<file path="src/rtl/div_pkg.sv">
// rtl/div_pkg.sv - shared FSM state type and default operand width for the sequential divider
package div_pkg;

   localparam int unsigned DIV_NB_BIT = 24;

   typedef enum logic [1:0] {
      ST_IDLE = 2'd0,
      ST_RUN  = 2'd1,
      ST_DONE = 2'd2
   } div_state_e;

endpackage : div_pkg

</file>
<file path="src/rtl/subtractor_n.sv">
// rtl/subtractor_n.sv - unsigned n-bit subtractor with borrow out
module subtractor_n #(
   parameter int unsigned width = 8
) (
   input  logic [width-1:0] a_i,
   input  logic [width-1:0] b_i,
   output logic [width-1:0] diff_o,
   output logic             borrow_o
);

   assign {borrow_o, diff_o} = {1'b0, a_i} - {1'b0, b_i};

endmodule : subtractor_n

</file>
<file path="src/rtl/div_seq_ctrl.sv">
// rtl/div_seq_ctrl.sv - unsigned restoring divider, one quotient bit per cycle, MSB first
module div_seq_ctrl
   import div_pkg::*;
#(
   parameter int unsigned nb_bit = DIV_NB_BIT
) (
   input  logic              clk_i,
   input  logic              rst_ni,
   input  logic              start_i,
   input  logic [nb_bit-1:0] dividend_i,
   input  logic [nb_bit-1:0] divisor_i,
   output logic              busy_o,
   output logic              done_o,
   output logic [nb_bit-1:0] quotient_o,
   output logic [nb_bit-1:0] remainder_o,
   output logic              div_by_zero_o
);

   localparam int unsigned cnt_w = $clog2(nb_bit);

   div_state_e        state_q, state_d;
   logic [cnt_w-1:0]  cnt_q, cnt_d;
   logic [nb_bit-1:0] dvd_q, dvd_d;
   logic [nb_bit-1:0] dvs_q, dvs_d;
   logic [nb_bit-1:0] rem_q, rem_d;
   logic              dbz_q, dbz_d;
   logic              done_q, done_d;
   logic [nb_bit-1:0] quot_q, quot_d;
   logic [nb_bit-1:0] remo_q, remo_d;
   logic              dbzo_q, dbzo_d;

   logic [nb_bit:0]   sub_a;
   logic [nb_bit:0]   sub_b;
   logic [nb_bit:0]   sub_diff;
   logic              sub_borrow;
   logic [nb_bit:0]   rem_next;
   logic              rem_msb_unused;

   // dvd_q shifts left each step; freed LSBs collect the quotient bits
   assign sub_a = {rem_q, dvd_q[nb_bit-1]};
   assign sub_b = {1'b0, dvs_q};

   subtractor_n #(
      .width (nb_bit + 1)
   ) u_sub (
      .a_i      (sub_a),
      .b_i      (sub_b),
      .diff_o   (sub_diff),
      .borrow_o (sub_borrow)
   );

   // restoring step; the MSB is always zero since R < divisor
   assign rem_next       = sub_borrow ? sub_a : sub_diff;
   assign rem_msb_unused = rem_next[nb_bit];

   always_comb begin
      state_d = state_q;
      cnt_d   = cnt_q;
      dvd_d   = dvd_q;
      dvs_d   = dvs_q;
      rem_d   = rem_q;
      dbz_d   = dbz_q;
      done_d  = 1'b0;
      quot_d  = quot_q;
      remo_d  = remo_q;
      dbzo_d  = dbzo_q;

      unique case (state_q)
         ST_IDLE: begin
            if (start_i) begin
               dvs_d = divisor_i;
               if (divisor_i != '0) begin
                  dvd_d   = dividend_i;
                  rem_d   = '0;
                  cnt_d   = cnt_w'(nb_bit - 1);
                  dbz_d   = 1'b0;
                  state_d = ST_RUN;
               end else begin
                  dvd_d   = '1;
                  rem_d   = dividend_i;
                  dbz_d   = 1'b1;
                  state_d = ST_DONE;
               end
            end
         end
         ST_RUN: begin
            rem_d = rem_next[nb_bit-1:0];
            dvd_d = {dvd_q[nb_bit-2:0], ~sub_borrow};
            if (cnt_q == '0) begin
               state_d = ST_DONE;
            end else begin
               cnt_d = cnt_q - 1'b1;
            end
         end
         ST_DONE: begin
            done_d  = 1'b1;
            quot_d  = dvd_q;
            remo_d  = rem_q;
            dbzo_d  = dbz_q;
            state_d = ST_IDLE;
         end
         default: begin
            state_d = ST_IDLE;
         end
      endcase
   end

   always_ff @(posedge clk_i) begin
      if (!rst_ni) begin
         state_q <= ST_IDLE;
         cnt_q   <= '0;
         dvd_q   <= '0;
         dvs_q   <= '0;
         rem_q   <= '0;
         dbz_q   <= 1'b0;
         done_q  <= 1'b0;
         quot_q  <= '0;
         remo_q  <= '0;
         dbzo_q  <= 1'b0;
      end else begin
         state_q <= state_d;
         cnt_q   <= cnt_d;
         dvd_q   <= dvd_d;
         dvs_q   <= dvs_d;
         rem_q   <= rem_d;
         dbz_q   <= dbz_d;
         done_q  <= done_d;
         quot_q  <= quot_d;
         remo_q  <= remo_d;
         dbzo_q  <= dbzo_d;
      end
   end

   assign busy_o        = (state_q != ST_IDLE);
   assign done_o        = done_q;
   assign quotient_o    = quot_q;
   assign remainder_o   = remo_q;
   assign div_by_zero_o = dbzo_q;

endmodule : div_seq_ctrl

</file>
<file path="config.mk">
export PLATFORM = sky130hd
export DESIGN_NAME = div_seq_ctrl
export DESIGN_NICKNAME = d
export VERILOG_FILES = /design/src/rtl/div_pkg.sv /design/src/rtl/subtractor_n.sv /design/src/rtl/div_seq_ctrl.sv
export SDC_FILE = /design/constraint.sdc
export NUM_CORES = 1
export LEC_CHECK = 0
export ABC_CLOCK_PERIOD_IN_PS = 3200
export BUFFER_PORTS_ARGS = -buffer_cell sky130_fd_sc_hd__buf_4
export CAP_MARGIN = 10
export CORE_ASPECT_RATIO = 1.75
export CORE_UTILIZATION = 57
export CTS_CLUSTER_DIAMETER = 200
export DETAILED_ROUTE_END_ITERATION = 10
export PLACE_DENSITY = 0.8
export SLEW_MARGIN = 20
export SYNTH_ARGS = -nofsm -noshare
export SYNTH_HDL_FRONTEND = slang
export SYNTH_SLANG_ARGS = --single-unit
</file>
<file path="constraint.sdc">
create_clock -name clk_i -period 3.2 [get_ports clk_i]
set_clock_uncertainty 0.1 [all_clocks]
set_input_delay 0.32 -clock clk_i [delete_from_list [all_inputs] [get_ports clk_i]]
set_output_delay 0.32 -clock clk_i [all_outputs]
set_load 0.05 [all_outputs]
</file>
==> summary by stage, run 1 <==
Synthesis
The most used flip-flop cell after synthesis is dfxtp_1. The number of nets handed over by synthesis was 876. The number of flops mapped to enable cells by yosys is 0.

Of the total synthesized cell area, the portion taken by full adders, half adders and majority gates is 0.0553. The post-synthesis register bit count is 130. The portion of synthesized area spent on multiplexers is 0.0130. During synthesis, Yosys emitted a total of 0 warnings.

The area fraction of the dominant cell type after synthesis is 0.416. For this run, asynchronously set or reset flops after synthesis account for 0. After synthesis, the largest family of logic cells by area is compound AO/OA/AOI/OAI gates.

The xor/xnor share of the synthesized area is 0.0266. The synthesized netlist cell count is 798. The synthesized area is around 6200 um2.

In this run the mean area of a mapped cell was 7.83 um2. The distinct cell type count after synthesis is 55. The fraction of the mapped netlist area in compound gates is 0.238. The simple-gate share of the synthesized area is 0.200. The library cell occupying the most area in the post-synthesis netlist is dfxtp_1. In the post-synthesis netlist, the biggest area contributors are dfxtp_1 42%, nand2_1 11%, a21oi_1 8.2%.

Of the synthesized area, sequential elements account for 0.416.

Floorplan
The I/O pin total is 102. The floorplan step defined a die boundary enclosing approximately 11000 um2. The site row count is 50. The effective utilization at floorplan is 0.584. The floorplan die width is 81.1 um. The die span in y is 141 um. The core box area is 10700 um2.

Global route
For met2 alone, demand over resource in global routing was 0.601. Across every metal layer, demand over resource in global routing totals 0.330. The global route total overflow is 0. The first global-routing pass estimated 28600 um of wire. The initial antenna violation count was 0.

The met1 usage in global routing is 0.362. The number of global-route vias before repair is 5957. The pin count of the biggest net entering global routing is 51. The busiest layer in global routing is met2. The met3 capacity usage during global routing is 0.0560.

Power and ir drop
The overall power of the completed layout is 7.28 mW. Power spread over the standard cell area amounts to ~940 nW/um2. The proportion of power drawn by flip-flops and latches is 0.286. The internal power of the cells is 4.39 mW.

The worst vdd rail ir drop is 0.000533 V. The leakage component of the power is 3.14 nW. Summed over all nets, the switching power comes to 2.89 mW. Of the total power, the share spent switching nets is 0.397.

Of the total power, the clock network draws 0.264. The part of the power in combinational logic is 0.449.

Routing
The overall routed net length is 17700 um. The final antenna-violating net count is 0. The final route contains between 6000 and 7000 vias. The detailed router finished its first iteration with 331 violations. After detailed routing, the number of remaining DRC violations is 0. The routed length per placed instance is 17.2 um.

For this run, the detailed router's first-pass iteration total came to 6. After detailed routing, the number of vias per cell comes to 5.95.

Min path
Counting instances, the worst hold path has a depth of 3. The startpoint of the worst hold path is dividend_i[17]. For hold timing, the worst endpoint is dvd_q[17]. The worst min-delay path category is input port to flop.

Timing
The number of hold-slack violations in the final timing report is 0. Setup repair after global routing left no endpoint under its margin. The final max-slew violation count is 0. The highest attainable clock frequency is 0.349 GHz.

For the finished layout, the period the worst path requires is approximately 2.9 ns. The share of the cycle needed by the critical path after routing is 0.894. The slew at the pin with the worst max-slew slack is 1.01 ns.

The relative slew slack is 0.329. The final count of negative-setup-slack endpoints is 0. For the final routed database, the setup TNS stands at 0 ns.

Layout
Counting the fill cells in the layout gives 889. The final design instance area without fill is 7710 um2. Summing all flip-flop and latch instances after layout gives 2600 um2.

In the final layout, the share of cells above drive strength 1 is 0.184. After the last flow step, the layout net total stands at 962. The number of standard cells in the layout, taps in and fillers out is a little over 1000.

The number of antenna cells inserted is 0. The growth of design area from synthesis to finish is 23.3%. The area of the multi-input gates is 3350 um2.

At the end of the flow the core is filled with cells to 0.720.

Setup path
The launching point of the worst reg2reg path is dvs_q[1]. The worst endpoint required time is between 3 and 4 ns. The critical path is of the flop to flop type.

STA classifies the critical path startpoint as a flop. Tracing the worst setup path back leads to its startpoint at dvs_q[1]. The endpoint arrival time on the critical path is approximately 3.1 ns. The largest fanout on the critical path is 18. In this run the critical register-to-register path is captured at rem_q[16]. Setup slack on the worst reg-to-reg path comes out at about 0.34 ns.

The number of cells on the worst reg-to-reg path is 12. The kind of capture point of the worst setup path is a flop.

Clock network
The maximum count of clock buffers along a single path is 2. TritonCTS built the clock tree. After clock tree synthesis, the clock-pin slew on the worst setup and hold paths is approximately 0.06 ns. The later pin in the worst-skew pair is clocked with a latency of 0.42 ns. The depth of the CTS H-tree is 4. The number of hold buffers added after CTS was 0. The number of buffers created by CTS is 17. The clock drives 130 sinks.

The cell at the root of the clock tree is clkbuf_16. Post-CTS timing repair inserted 0 buffers for setup. The post-cts resize count is 0.

Place
The total half-perimeter wirelength after legalization and detailed placement is about 13000 um. The total instance count after detailed placement is 995. The area after detailed placement is 7120 um2.

The placer's final routability congestion estimate is 0.895. During placement, the flow inserted port buffers numbering 101.

Flow run
The tool flagged a number of max-cap violations equal to 0.

Status
The flow ran to the end, and the final reports show no timing, DRC or antenna violations.
[metrics by stage]
stage | setup slack [ns] | hold WS, ns
2_1_floorplan | 0.600 | 0.332
3_3_place_gp | 0.413 | 0.342
3_5_place_dp | 0.358 | 0.347
4_1_cts | 0.319 | 0.0261
5_1_grt | 0.164 | 0.0496
6_report | 0.338 | 0.0321
[layout by cell type, fill, tap and decap left out, drive strengths merged, types with 3 or more instances in the layout]
master / n
nand2b: 6
nor2: 72
nor4: 7
clkinvlp: 4
o211ai: 5
or3: 4
clkinv: 3
xor2: 10
nand2: 178
dfxtp: 130
nand4: 3
a211o: 3
a21oi: 108
a31oi: 4
buf: 116
a21o: 9
o31ai: 4
o21a: 5
mux2i: 7
inv: 36
nor3: 5
clkbuf: 18
nor2b: 6
o221ai: 24
nand3: 10
and3: 6
xnor2: 9
ha: 26
a221o: 3
a22oi: 9
a211oi: 9
o21ai: 39
[synthesized netlist by cell type (2+ instances only)]
library cell,number
nand2_1,178
dfxtp_1,130
a21oi_1,103
nor2_1,72
clkbuf_1,41
o21ai_0,33
inv_1,30
ha_1,26
o221ai_1,24
nand3_1,10
xor2_1,10
a211oi_1,9
a21o_1,9
a22oi_1,9
xnor2_1,9
mux2i_1,7
nor4_1,7
and3_1,6
nand2b_1,6
nor2b_1,6
nor3_1,5
o21a_1,5
o21ai_1,5
a21oi_2,4
a31oi_1,4
buf_1,4
a211o_1,3
a221o_1,3
buf_2,3
nand4_1,3
o211ai_1,3
o31ai_1,3
or3_1,3
a311oi_1,2
and2_1,2
or2_2,2
[power groups by stage]
| stage | registers, mW | clock network [mW] | logic, mW |
|---|---|---|---|
| after CTS | 2.08 | 1.94 | 3.26 |
| after floorplan | 2.09 | 0 | 2.45 |
| final | 2.08 | 1.92 | 3.27 |
| after global placement | 2.10 | 0 | 3.18 |
| after global routing | 2.12 | 2.01 | 3.59 |
| after detailed placement | 2.11 | 0 | 3.24 |
[registers in the layout, summed over array words and instances (netlist names)]
name           cells
dbz_q              1
rem_q             24
cnt_q              5
dvd_q             24
remainder_o       24
dvs_q             24
div_by_zero_o      1
state_q            2
quotient_o        24
done_o             1
[critical path, cell delays in order, from the launching register on]
cell and delay, ns:
dfxtp_1 0.38, inv_1 0.07, ha_1 0.29, nor2b_1 0.15, o31a_1 0.30, o31ai_4 0.36
o21ai_2 0.12, a21oi_4 0.24, o211ai_4 0.14, buf_12 0.18, nor2_1 0.09, a211oi_1 0.05
a221o_1 0.27
[cell type report]
cell class	count	share of cell area
Multi-Input combinational cell	588	0.434
Sequential cell	130	0.338
Timing Repair Buffer	116	0.116
Clock buffer	18	0.0557
Tap cell	130	0.0211
Clock inverter	14	0.0198
Inverter	31	0.0151
[logic make-up after synthesis]
group                      count (synthesis)
DFF                                      130
muxes                                      8
buffers and inverters                     80
adders and majority gates                 27
xor gates and xnor gates                  19
AOI/OAI and AO/OA                        232
and+or+nand+nor                          302
[routing by layer]
metal	up-vias	wire length [um]
met2	226	9510
met5	-	0
met1	2912	6770
li1	2941	-
met3	36	983
met4	0	431
[how the worst max path moves through the flow]
stage          cells after the start         to  slack, ns
2_1_floorplan                     11  rem_q[19]       0.60
3_3_place_gp                       7   rem_q[6]       0.41
3_5_place_dp                      12   rem_q[5]       0.36
4_1_cts                           12   rem_q[5]       0.32
5_1_grt                           12   rem_q[5]       0.16
6_report                          12  rem_q[16]       0.34
Note: power is estimated with default switching activity, not from simulation.
==> run 2: changes to the inputs <==
- ABC_AREA: default -> 1
- CORE_UTILIZATION: 57 -> 58
- PLACE_DENSITY: 0.8 -> 0.81
==> run 2 against run 1 <==
Net effect: cell area is 12% higher; combinational power shrank 50%; flip-flop and latch count is the same; routed wire length is 19% higher; clock power up 2%; via count up 22%; register-to-register slack improved by 0.46 ns; final cell count grew 33%; synthesized cell count increased by 39%; total power is 25% lower.
==> summary by stage, run 2 <==
Status
The flow ran to the end, and the final reports show no timing, DRC or antenna violations.

Clock network
The number of setup buffers added after CTS is 0 (unchanged). The clock transition at the registers of the reported paths is 0.06 ns (about the same). The total number of clock tree sinks was 130 (unchanged). The clock latency of the later-clocked register in the worst-skew pair is 0.42 ns (about the same). The maximum count of clock buffers along a single path is 2 (unchanged). The post-cts resize count is 0 (unchanged).

The cell at the root of the clock tree is clkbuf_16. The number of buffers created by CTS was 17 (unchanged). The depth of the CTS H-tree is 4 (unchanged).

TritonCTS built the clock tree. The count of hold buffers inserted by post-cts repair was 0 (unchanged).

Timing
The relative slew slack was 0.547 (+0.218). Setup repair after global routing left no endpoint under its margin. The slew at the pin with the worst max-slew slack was 0.679 ns (-0.328 ns).

The number of hold-slack violations in the final timing report is 0 (unchanged). The clock period minus final worst setup slack is 2.40 ns (-0.458 ns). The final max-slew violation count was 0 (unchanged). The highest attainable clock frequency is 0.416 GHz (+19%). The setup TNS after final layout is 0 ns (unchanged). The final count of negative-setup-slack endpoints is 0 (unchanged).

The worst hold slack is 0.0941 ns (+0.0620 ns). The share of the cycle needed by the critical path after routing came to 0.751 (-0.143).

Synthesis
The synthesized netlist cell count is 1111 (+39%). The library cell occupying the most area in the post-synthesis netlist is dfxtp_1. The net count of the mapped netlist is 1189 (+36%). The mean post-synth cell area is 6.47 um2 (-17%).

The sequential fraction of the synthesis area was 0.362 (-0.0544). The flip-flop cell with the highest count after synthesis is dfxtp_1. The post-synthesis register bit count is 130 (unchanged). The number of flops mapped to enable cells by yosys is 0 (unchanged). The distinct cell type count after synthesis was 39 (-29%).

After synthesis, the most frequently instantiated cells are 255 x nand2_1, 155 x inv_1, 154 x nor2_1. The async set-or-reset flop fraction in the synthesized netlist came to 0 (unchanged). The synthesized area is 7190 um2 (+15%). The leading cell type by number of instances after synthesis is nand2_1. The area fraction of the dominant cell type after synthesis is 0.362 (-0.0544).

The Yosys warning count is 0 (unchanged). By area the synthesized netlist is led by dfxtp_1 36%, nand2_1 13%, inv_1 8.1%.

Routing
The overall routed net length is 21000 um (+19%). The count of TritonRoute iterations in the first routing pass is 6 (unchanged). The routed length per placed instance is 15.4 um (-11%).

The DRC marker count from the first detailed-route iteration is 578 (+75%). The vias after detailed routing is 7449 (+22%). The total DRC errors in the routed layout is 0 (unchanged). The routed via count divided by cell count is 5.45 (-8.4%). The final antenna-violating net count came to 0 (unchanged).

Floorplan
The site row count came to 53 (+6.0%). The core box area is 12100 um2 (+13%). The I/O pin total is 102 (unchanged).

The die span in y is 149 um (+6.2%). The floorplan die width is 86.2 um (+6.2%). The floorplan die area is 12900 um2 (+13%). The effective utilization at floorplan is 0.596 (+0.0115).

Place
The total instance count after detailed placement is 1335 (+34%). The total half-perimeter wirelength after legalization and detailed placement is 15300 um (+19%). The placer's final routability congestion estimate is 0.987 (+10%).

The area after detailed placement was 8020 um2 (+13%). The count of input and output buffers is 101 (unchanged).

Global route
The wire length of the first global-routing pass came to 33500 um (+17%). The initial antenna violation count is 0 (unchanged). The global-route total usage across every layer is 0.337 (+0.00709). The number of global-route vias before repair is 6847 (+15%).

The pin count of the biggest net entering global routing was 63 (+24%). The global route total overflow is 0 (unchanged).

Layout
The most frequent standard cell in the layout excluding fill and tap cells is nand2_1. The number of antenna cells inserted was 0 (unchanged). The number of standard cells in the layout, taps in and fillers out was 1366 (+33%). The share of layout cells above drive strength 1 is 0.131 (-0.0532). The net count reported at finish was 1267 (+32%). The growth of design area from synthesis to finish is 19.8%. The top cell types in the final layout, fill and taps aside, are 255 x nand2_1, 155 x inv_1, 154 x nor2_1, 130 x dfxtp_1, 111 x buf_4. The final design instance area without fill was 8610 um2 (+12%).

Power and ir drop
The power density over the cells is 632 nW/um2 (-33%). The overall power of the completed layout is 5.45 mW (-25%). The worst vdd rail ir drop was 0.000378 V (-29%). The leakage component of the power is 4.12 nW (+31%).

Setup path
The kind of capture point of the worst setup path is a flop. The worst endpoint required time is 3.44 ns (+0.04 ns). STA classifies the critical path startpoint as a flop. The path type of the worst setup path is flop to flop. The endpoint arrival time on the critical path was 2.64 ns (-0.42 ns). The largest fanout on the critical path is 27 (+9).

Flow run
The max-capacitance violation count is 0 (unchanged).

Min path
The worst min-delay path category is input port to flop.
==> run 2: metrics by stage <==
step            util  setup slack (ns)
2_1_floorplan      -              1.20
3_5_place_dp   0.664             0.871
6_report       0.713             0.796
4_1_cts        0.713             0.811
5_1_grt        0.713             0.552
3_3_place_gp   0.664             0.853
==> run 2: cells by family after synthesis <==
kind of cell             count (synthesis)  share of synthesized area
AO/OA/AOI/OAI                          232                      0.179
XOR/XNOR                                 8                    0.00975
adder cells (fa/ha/maj)                 27                     0.0480
buffers and inverters                  211                      0.114
flip-flops                             130                      0.362
AND/OR/NAND/NOR                        503                      0.287
==> run 2: worst paths after layout <==
check	slack (ns)	startpoint	endpoint	cells past startpoint
min reg2reg	0.36	dvs_q[8]	dvs_q[8]	2
max reg2reg	0.80	rem_q[8]	rem_q[4]	11
max	0.80	rem_q[8]	rem_q[4]	11
min	0.09	divisor_i[21]	dvs_q[21]	3
==> run 2: layout make-up <==
type	count	area [um2]
Multi-Input combinational cell	770	3760
Fill cell	1108	3460
Sequential cell	130	2600
Timing Repair Buffer	112	853
Inverter	158	593
Clock buffer	17	425
Tap cell	165	206
Clock inverter	14	166
==> run 2: critical path: stages (launching register included) <==
cell and delay [ns]:
dfxtp_1 0.39, ha_1 0.42, nand2_1 0.15, nor2_2 0.21, nand2_1 0.13, nor2_2 0.13, nand2_2 0.08, nand2_4 0.27
nand2_1 0.12, nand3_1 0.11, nand2_1 0.08, a21oi_1 0.13
==> run 2: metal layers <==
metal	vias up	global-route usage	wire [um]
li1	3724	-	-
met1	3371	0.374	7920
met2	288	0.612	11000
met3	66	0.0493	1200
met4	0	0.170	869
met5	-	0	0
==> run 2: power by group <==
group	internal (mW)	total [mW]	switching [mW]	leakage [nW]
clock	1.22	1.96	0.741	0.280
sequential	1.77	1.87	0.101	1.06
combinational	0.520	1.62	1.10	2.77
total	3.50	5.45	1.94	4.12
